File: config.mk
export PLATFORM = sky130hd
export DESIGN_NAME = pattern_source
export DESIGN_NICKNAME = d
export VERILOG_FILES = /design/src/rtl/pattern_source_pkg.sv /design/src/rtl/pattern_run_fifo.sv /design/src/rtl/pattern_source.sv
export SDC_FILE = /design/constraint.sdc
export NUM_CORES = 1
export LEC_CHECK = 0
export CAP_MARGIN = 10
export CORE_UTILIZATION = 37
export CTS_CLUSTER_DIAMETER = 100
export DETAILED_ROUTE_END_ITERATION = 8
export GPL_TIMING_DRIVEN = 0
export PLACE_DENSITY = 0.57
export SETUP_SLACK_MARGIN = 0.15
export SLEW_MARGIN = 20
export SYNTH_ARGS = -nofsm -noshare
export SYNTH_HDL_FRONTEND = slang
export SYNTH_SLANG_ARGS = --single-unit
File: constraint.sdc
create_clock -name clk -period 7.6 [get_ports clk]
set_clock_uncertainty 0.2 [all_clocks]
set_input_delay 1.14 -clock clk [delete_from_list [all_inputs] [get_ports clk]]
set_output_delay 1.14 -clock clk [all_outputs]
set_load 0.05 [all_outputs]
File: src/rtl/pattern_source_pkg.sv
// Shared types and default sizing for the pattern_source run-length player.
package pattern_source_pkg;

    localparam int DEF_CNT_W      = 8;
    localparam int DEF_FIFO_DEPTH = 4;

    typedef enum logic {
        IDLE = 1'b0,
        PLAY = 1'b1
    } state_e;

    typedef struct packed {
        logic                 pat_bit;
        logic [DEF_CNT_W-1:0] len;
    } run_entry_t;

endpackage

File: src/rtl/pattern_run_fifo.sv
// Synchronous run-entry FIFO; rst_i is active-low and clears only the pointers and count.
module pattern_run_fifo #(
    parameter int WIDTH = 9,
    parameter int DEPTH = 4
) (
    input  logic             clk,
    input  logic             rst_i,
    input  logic             push_i,
    input  logic             pop_i,
    input  logic [WIDTH-1:0] wdata_i,
    output logic [WIDTH-1:0] rdata_o,
    output logic             full_o,
    output logic             empty_o
);

    localparam int AW = (DEPTH > 1) ? $clog2(DEPTH) : 1;
    localparam int CW = $clog2(DEPTH + 1);

    logic [WIDTH-1:0] mem_q [DEPTH];
    logic [AW-1:0]    wr_ptr_q;
    logic [AW-1:0]    rd_ptr_q;
    logic [CW-1:0]    count_q;
    logic             do_push;
    logic             do_pop;

    function automatic logic [AW-1:0] ptr_inc(input logic [AW-1:0] p);
        return (p == AW'(DEPTH - 1)) ? '0 : p + 1'b1;
    endfunction

    // A full FIFO refuses the push even when a pop frees a slot in the same cycle.
    assign full_o  = (count_q == CW'(DEPTH));
    assign empty_o = (count_q == '0);
    assign do_push = push_i && !full_o;
    assign do_pop  = pop_i && !empty_o;
    assign rdata_o = mem_q[rd_ptr_q];

    always_ff @(posedge clk) begin
        if (!rst_i) begin
            wr_ptr_q <= '0;
            rd_ptr_q <= '0;
            count_q  <= '0;
        end else begin
            if (do_push) wr_ptr_q <= ptr_inc(wr_ptr_q);
            if (do_pop)  rd_ptr_q <= ptr_inc(rd_ptr_q);
            case ({do_push, do_pop})
                2'b10:   count_q <= count_q + 1'b1;
                2'b01:   count_q <= count_q - 1'b1;
                default: count_q <= count_q;
            endcase
        end
    end

    always_ff @(posedge clk) begin
        if (do_push) mem_q[wr_ptr_q] <= wdata_i;
    end

endmodule

File: src/rtl/pattern_source.sv
// Run-length pattern player with optional prediction scoring.
// Define PATTERN_SOURCE_SCORE_EN to build the saturating miss counter; otherwise miss_cnt is 0.
module pattern_source
    import pattern_source_pkg::*;
#(
    parameter int CNT_W      = DEF_CNT_W,
    parameter int FIFO_DEPTH = DEF_FIFO_DEPTH
) (
    input  logic             clk,
    input  logic             rst,
    input  logic             in_valid,
    output logic             in_ready,
    input  logic             in_bit,
    input  logic [CNT_W-1:0] in_len,
    input  logic             enable,
    input  logic             predicted_pattern,
    output logic             actual_pattern,
    output logic             pat_valid,
    output logic             busy,
    output logic [CNT_W-1:0] bit_cnt,
    output logic [CNT_W-1:0] run_cnt,
    output logic [CNT_W-1:0] miss_cnt
);

    localparam int EW = CNT_W + 1;

    logic [EW-1:0]    head;
    logic             head_bit;
    logic [CNT_W-1:0] head_len;
    logic             fifo_full;
    logic             fifo_empty;
    logic             fifo_pop;
    logic             run_end;
    logic             load_run;

    state_e           state_q;
    logic [CNT_W-1:0] rem_q;
    logic [CNT_W-1:0] bit_cnt_q;
    logic [CNT_W-1:0] run_cnt_q;
    logic             pat_q;

    pattern_run_fifo #(
        .WIDTH (EW),
        .DEPTH (FIFO_DEPTH)
    ) u_fifo (
        .clk     (clk),
        .rst_i   (rst),
        .push_i  (in_valid),
        .pop_i   (fifo_pop),
        .wdata_i ({in_bit, in_len}),
        .rdata_o (head),
        .full_o  (fifo_full),
        .empty_o (fifo_empty)
    );

    assign head_bit = head[CNT_W];
    assign head_len = head[CNT_W-1:0];

    // The last bit of a run pops the next entry in the same cycle, so runs play back to back.
    assign run_end  = (state_q == PLAY) && enable && (rem_q == CNT_W'(1));
    assign fifo_pop = enable && !fifo_empty && ((state_q == IDLE) || run_end);
    assign load_run = fifo_pop && (head_len != '0);

    assign in_ready       = !fifo_full;
    assign pat_valid      = (state_q == PLAY) && enable;
    assign busy           = (state_q != IDLE) || !fifo_empty;
    assign actual_pattern = pat_q;
    assign bit_cnt        = bit_cnt_q;
    assign run_cnt        = run_cnt_q;

    always_ff @(posedge clk) begin
        if (!rst) begin
            state_q   <= IDLE;
            rem_q     <= '0;
            pat_q     <= 1'b0;
            bit_cnt_q <= '0;
            run_cnt_q <= '0;
        end else begin
            case (state_q)
                IDLE: begin
                    if (load_run) begin
                        state_q <= PLAY;
                        pat_q   <= head_bit;
                        rem_q   <= head_len;
                    end
                end
                PLAY: begin
                    if (enable) begin
                        bit_cnt_q <= bit_cnt_q + 1'b1;
                        rem_q     <= rem_q - 1'b1;
                        if (run_end) begin
                            run_cnt_q <= run_cnt_q + 1'b1;
                            // A zero-length successor drops to IDLE, leaving a one-cycle gap.
                            if (load_run) begin
                                pat_q <= head_bit;
                                rem_q <= head_len;
                            end else begin
                                state_q <= IDLE;
                            end
                        end
                    end
                end
                default: state_q <= IDLE;
            endcase
        end
    end

`ifdef PATTERN_SOURCE_SCORE_EN
    logic [CNT_W-1:0] miss_cnt_q;
    logic [CNT_W-1:0] miss_cnt_d;

    function automatic logic [CNT_W-1:0] sat_inc(input logic [CNT_W-1:0] v);
        return (v == '1) ? v : v + 1'b1;
    endfunction

    always_comb begin
        miss_cnt_d = miss_cnt_q;
        if (pat_valid && (predicted_pattern != pat_q)) miss_cnt_d = sat_inc(miss_cnt_q);
    end

    always_ff @(posedge clk) begin
        if (!rst) miss_cnt_q <= '0;
        else      miss_cnt_q <= miss_cnt_d;
    end

    assign miss_cnt = miss_cnt_q;
`else
    logic unused_pred;
    assign unused_pred = predicted_pattern;
    assign miss_cnt    = '0;
`endif

endmodule

Word level (Yosys, flattened, before mapping)
Memories as Yosys holds them, arrays and structs flattened. A register that Yosys moved wholly into a read port is not among the register bits.
Index checks and enable logic that the tools add are counted.
{"block": "totals", "register_bits": 33, "mem_bits_rw": 36, "inputBits": 14, "mem_count": 1, "word_cells": 64}
{"block": "op_classes", "add_sub_neg": 7, "eq_ne": 9, "n_mux": 20, "bitwise_logic": 1, "n_reduce_logical": 18}
{"memory": "u_fifo.mem_q", "depth": 4, "word_bits": 9, "read_ports": 1, "rd_ports_with_merged_regs": 1, "write_ports": 1, "line": "pattern_run_fifo.sv:19", "text": "logic [WIDTH-1:0] mem_q [DEPTH];"}
{"op": "$mux 8", "count": 4}
{"op": "$add 8x1->8 const B", "count": 2}
{"op": "$pmux 8 s2", "count": 1}
{"op": "$eq 8x1->1 const B", "count": 1}
{"op": "$mux 1", "count": 8}
{"op": "$mux 2", "count": 4}
{"op": "$reduce_bool 8->1", "count": 1}
{"op": "$sub 8x1->8 const B", "count": 1}
{"op": "$logic_and 1x1->1", "count": 7}
{"op": "$eq 2x2->1 const B", "count": 3}
{"op": "$ne 2x2->1 const B", "count": 3}
{"op": "$pmux 3 s2", "count": 1}
{"op": "$reduce_and 2->1", "count": 3}
{"op": "$add 2x1->2 const B", "count": 2}
{"op": "$pmux 1 s2", "count": 2}
{"op": "$add 3x1->3 const B", "count": 1}
{"op": "$eq 3x3->1 const B", "count": 1}
{"op": "$logic_not 3->1", "count": 1}
{"op": "$reduce_and 3->1", "count": 1}
{"op": "$sub 3x1->3 const B", "count": 1}
{"op": "$eq 2x1->1 const B", "count": 1}
{"op": "$logic_not 1->1", "count": 2}
{"op": "$logic_or 1x1->1", "count": 2}
{"op": "$reduce_bool 2->1", "count": 1}
{"op": "$not 1->1", "count": 1}

Longest topological paths before layout
{"block": "depth", "depth_word": 9, "mapped_depth": 12, "depth_no_buf": 11}

By module
Synthesis repeated with hierarchy kept, for this count alone.
{"block": "unflattened", "cells_unflattened": 278, "area_unflattened_um2": 3279.4}
{"module": "pattern_run_fifo", "instances": 1, "seq_area_each_um2": 1261.2, "area_per_inst_um2": 1786.7, "cells_each": 103}
{"module": "pattern_source", "instances": 1, "seq_area_each_um2": 520.5, "area_per_inst_um2": 1492.7, "cells_each": 175}

Worst setup path before layout
Ideal clock, no wire load.
{"block": "synth_timing", "path_type": "in2reg", "from": "input port enable", "to": "register u_fifo.count_q[2]", "n_path_buf": 0, "setup_slack_ns": 4.089, "setup_time_ns": 0.070, "required_ns": 7.330, "path_stages": 9, "arrival_ns": 3.240, "path_cell_list": "nand2_1 > or3_1 > a21oi_1 > ha_1 > inv_1 > fa_1 > xor2_1 > or3_1 > a21oi_1"}
{"block": "synth_between", "elab_chain_cells": 7}
{"item": "from (decl)", "line": "pattern_source.sv:15", "text": "input logic enable,"}
{"item": "$logic_and 1x1->1 (2 in a row)", "line": "pattern_source.sv:60", "text": "assign run_end = (state_q == PLAY) && enable && (rem_q == CNT_W'(1));"}
{"item": "$logic_or 1x1->1", "line": "pattern_source.sv:61", "text": "assign fifo_pop = enable && !fifo_empty && ((state_q == IDLE) || run_end);"}
{"item": "$logic_and 1x1->1 *", "line": "pattern_source.sv:61"}
{"item": "$logic_and 1x1->1 *", "line": "pattern_run_fifo.sv:34", "text": "assign do_pop = pop_i && !empty_o;"}
{"item": "$eq 2x1->1 or $eq 2x2->1 (tied branches)", "line": "pattern_run_fifo.sv:45", "text": "case ({do_push, do_pop})"}
{"item": "$pmux 3 s2 or $reduce_bool 2->1 (tied branches)"}
{"item": "to (signal assigned)", "line": "pattern_run_fifo.sv:46", "text": "2'b10: count_q <= count_q + 1'b1;"}
{"item": "to (signal assigned)", "line": "pattern_run_fifo.sv:47", "text": "2'b01: count_q <= count_q - 1'b1;"}
{"item": "to (signal assigned)", "line": "pattern_run_fifo.sv:48", "text": "default: count_q <= count_q;"}
{"item": "to (decl)", "line": "pattern_run_fifo.sv:22", "text": "logic [CW-1:0] count_q;"}
Mark *: on every way between the ends. The rest lies on a longest branch, timed or not.
A chain may end at the register's enable or synchronous reset.

Worst setup path in the final report
{"block": "layout_timing", "from": "input port enable", "to": "output port pat_valid"}
{"block": "layout_between", "elab_chain_cells": 1}
{"item": "$logic_and 1x1->1", "line": "pattern_source.sv:65", "text": "assign pat_valid = (state_q == PLAY) && enable;"}
{"item": "to (decl)", "line": "pattern_source.sv:18", "text": "output logic pat_valid,"}
No other way between the ends.

==> metrics.txt <==
Die Wd 96.0 µm; sequential share of power 38.1%; Worst-Margin Slew 0.970 ns; M1 WL 2.90 mm; Switch Pwr 461 µW; Synth Area in Adders 4.44%; endpoint type of the worst setup path output port; max cap viols 0; Post-Layout Inst Area 3960 µm²; status finished, final reports clean; Crit. Startpoint enable; I/O pin count 42; slowest CP cell clkdlybuf4s50_1; vias in the first global route 2111; Worst slew margin 34.8%; critical path launch point type input port; r2r endpoint u_fifo.count_q[2]; final setup fails 0; final hold vios 0; XOR/XNOR Fraction of Synth Area 4.56%; GR Util All Layers 15.5%; antenna-violating nets left 0; dpl cells 414; ys async rst share 0%; WP data arrival 2.86 ns; leading cell type in the layout, fill and taps excluded edfxtp_1; final max-slew violation count 0; core box area 8380 µm²; clock network fraction of total power 26.1%; FF-to-FF Start rem_q[0]; Post-synth EDFFs 36; Synth area leader edfxtp_1; fin cells 430; DP HPWL 4.42 mm; Total Die Area 9210 µm²; # hold bufs at CTS 0; Final Util 47.3%; fmax 0.238 GHz; first-pass GRT wire length 10.6 mm; Post-Syn Instances 271; grt total ovfl 0; ANT cells 0; setup TNS 0 ns; Post-Synth Simple-Gate Area 14.1%; PwrDens 329 nW/µm²; share of post-route cells with drive strength above 1 13.2%; R2R setup slack 4.03 ns; Hold Slack 0.296 ns; Sw Ratio 35.3%; Syn Area/Cell 12.1 µm²; P_leak 0.00143 µW; initial antenna violation count 0; Worst-path clk slew 0.07 ns; RSZ-0062 raised after global routing false; worst hold path type register to register; area taken by flip-flops and latches 1780 µm²; post-synth top area share 33.1%; Yosys cell types 52; most frequent cells in the layout edfxtp_1 (36), dfxtp_1 (35), clkdlybuf4s50_1 (31), nor2_1 (27), nand2_1 (17); Gate power share 35.9%; TritonCTS clock tree yes; vias per std cell 5.16; CTS H-Tree Depth 3; largest family of logic cells by synthesized area simple AND/OR/NAND/NOR gates; Top FF cell, synth edfxtp_1; postcts setup bufs 0; Area Overhead vs Synth 21.3%; worst setup path endpoint pat_valid; CTS max path bufs 2; dominant cells by area after synthesis edfxtp_1 (33%), dfxtp_1 (21%), ha_1 (3.8%); pin count of the biggest net entering global routing 14; Die Span Y 96.0 µm; DR iter-0 viols 154; clk_lat worst skew 0.34 ns; synthesized area 3270 µm²; Max VDD drop 146 µV; met3 wire length 331 µm; Syn. warnings 0; Register-to-Register Path Depth 11; row cnt 33; gpl congestion 0.776; WL final 6.29 mm; Starting Density 39.0%; synthesis-stage register bit count 71; sequential fraction of the synthesis area 54.5%; WL met2 2.99 mm; vias after detailed routing 2219; WS Path Type input port to output port; cts bufs inserted 9; Tmin final 4.20 ns; Multi-input gate area 1360 µm²; Cell Area, Placed 3730 µm²; mux contribution to synthesized area 7.93%; 1st-pass router iterations 4; crit path cell chain clkdlybuf4s50_1, nand2_1, clkinv_1, clkdlybuf4s50_1; Fill cells 747; Root Buffer Master clkbuf_8; worst-path fanout max 9; top sig layer met4; CP peak stage delay 0.80 ns; Nets 345; Sink Count 71; CP required 6.26 ns; post-cts resize count 0; DR WL/cell 14.6 µm; CP most frequent cell clkdlybuf4s50_1; DRC 0; compound-cell area share of the yosys netlist 9.77%; ratio of final minimum period to clock period 55.3%; Internal Power 844 µW; port buffer count 31
[critical path: cells and delay by family]
kind                   cells  cell delay (ns)
buffers and inverters      3             1.55
and+or+nand+nor            1             0.18
[cell type report]
type | instances | share of cell area, %
Sequential cell | 71 | 44.9
Multi-Input combinational cell | 178 | 34.4
Buffer | 19 | 2.81
Clock inverter | 6 | 2.30
Inverter | 10 | 0.947
Tap cell | 105 | 3.31
Timing Repair Buffer | 31 | 7.83
Clock buffer | 10 | 3.47
[routing by layer]
| layer | global-route usage, % | vias to the layer above |
|---|---|---|
| met3 | 4.82 | 6 |
| met5 | 0 | - |
| met1 | 20.2 | 1044 |
| met2 | 24.7 | 71 |
| met4 | 4.85 | 0 |
| li1 | - | 1098 |
[power groups by stage]
stage               logic [µW]  registers, µW  clock network [µW]
global route               521            503                 369
detailed placement         467            504                   0
floorplan                  358            504                   0
finish                     468            497                 340
global placement           467            504                   0
CTS                        468            495                 351
[per-stage QoR]
stage	worst slack (ns)	power, µW
floorplan	4.09	862
global placement	3.39	971
detailed placement	3.36	971
finish	3.40	1310
CTS	3.37	1310
global route	3.30	1390
[synth_stat cells (all sizes together), types with 3 or more instances]
master,instances
o32ai,4
edfxtp,36
ha,10
clkbuf,7
nand3,5
o21ai,7
nand4,7
nor4,3
mux4,9
mux2i,3
inv,9
xnor2,4
o41ai,3
xor2,13
o31ai,3
buf,12
and3,6
dfxtp,35
nor3,4
or3,9
nor2,28
a21oi,9
nand2,18
or4,3
a32oi,3
a22oi,3
[logic make-up after synthesis]
logic type / after synthesis
and+or+nand+nor: 89
DFF: 71
AOI/OAI and AO/OA: 40
buffers and inverters: 29
xor gates and xnor gates: 17
muxes: 13
adders and majority gates: 11
other: 1
[registers in the layout, indices dropped and copies added, names as in the netlist, named ones only]
name,flops
u_fifo.count_q,3
bit_cnt,8
rem_q,8
run_cnt,8
u_fifo.rd_ptr_q,2
state_q,1
actual_pattern,1
u_fifo.wr_ptr_q,2
u_fifo.mem_q,36
[worst min path at each step]
stage	endpoint	from	slack, ns	cells past startpoint
2_1_floorplan	rem_q[4]	rem_q[4]	0.25	2
3_3_place_gp	rem_q[4]	rem_q[4]	0.27	2
3_5_place_dp	rem_q[4]	rem_q[4]	0.27	2
4_1_cts	rem_q[4]	rem_q[4]	0.28	2
5_1_grt	rem_q[4]	rem_q[4]	0.33	2
6_report	bit_cnt[1]	bit_cnt[1]	0.30	2
Note: power is estimated with default switching activity, not from simulation.
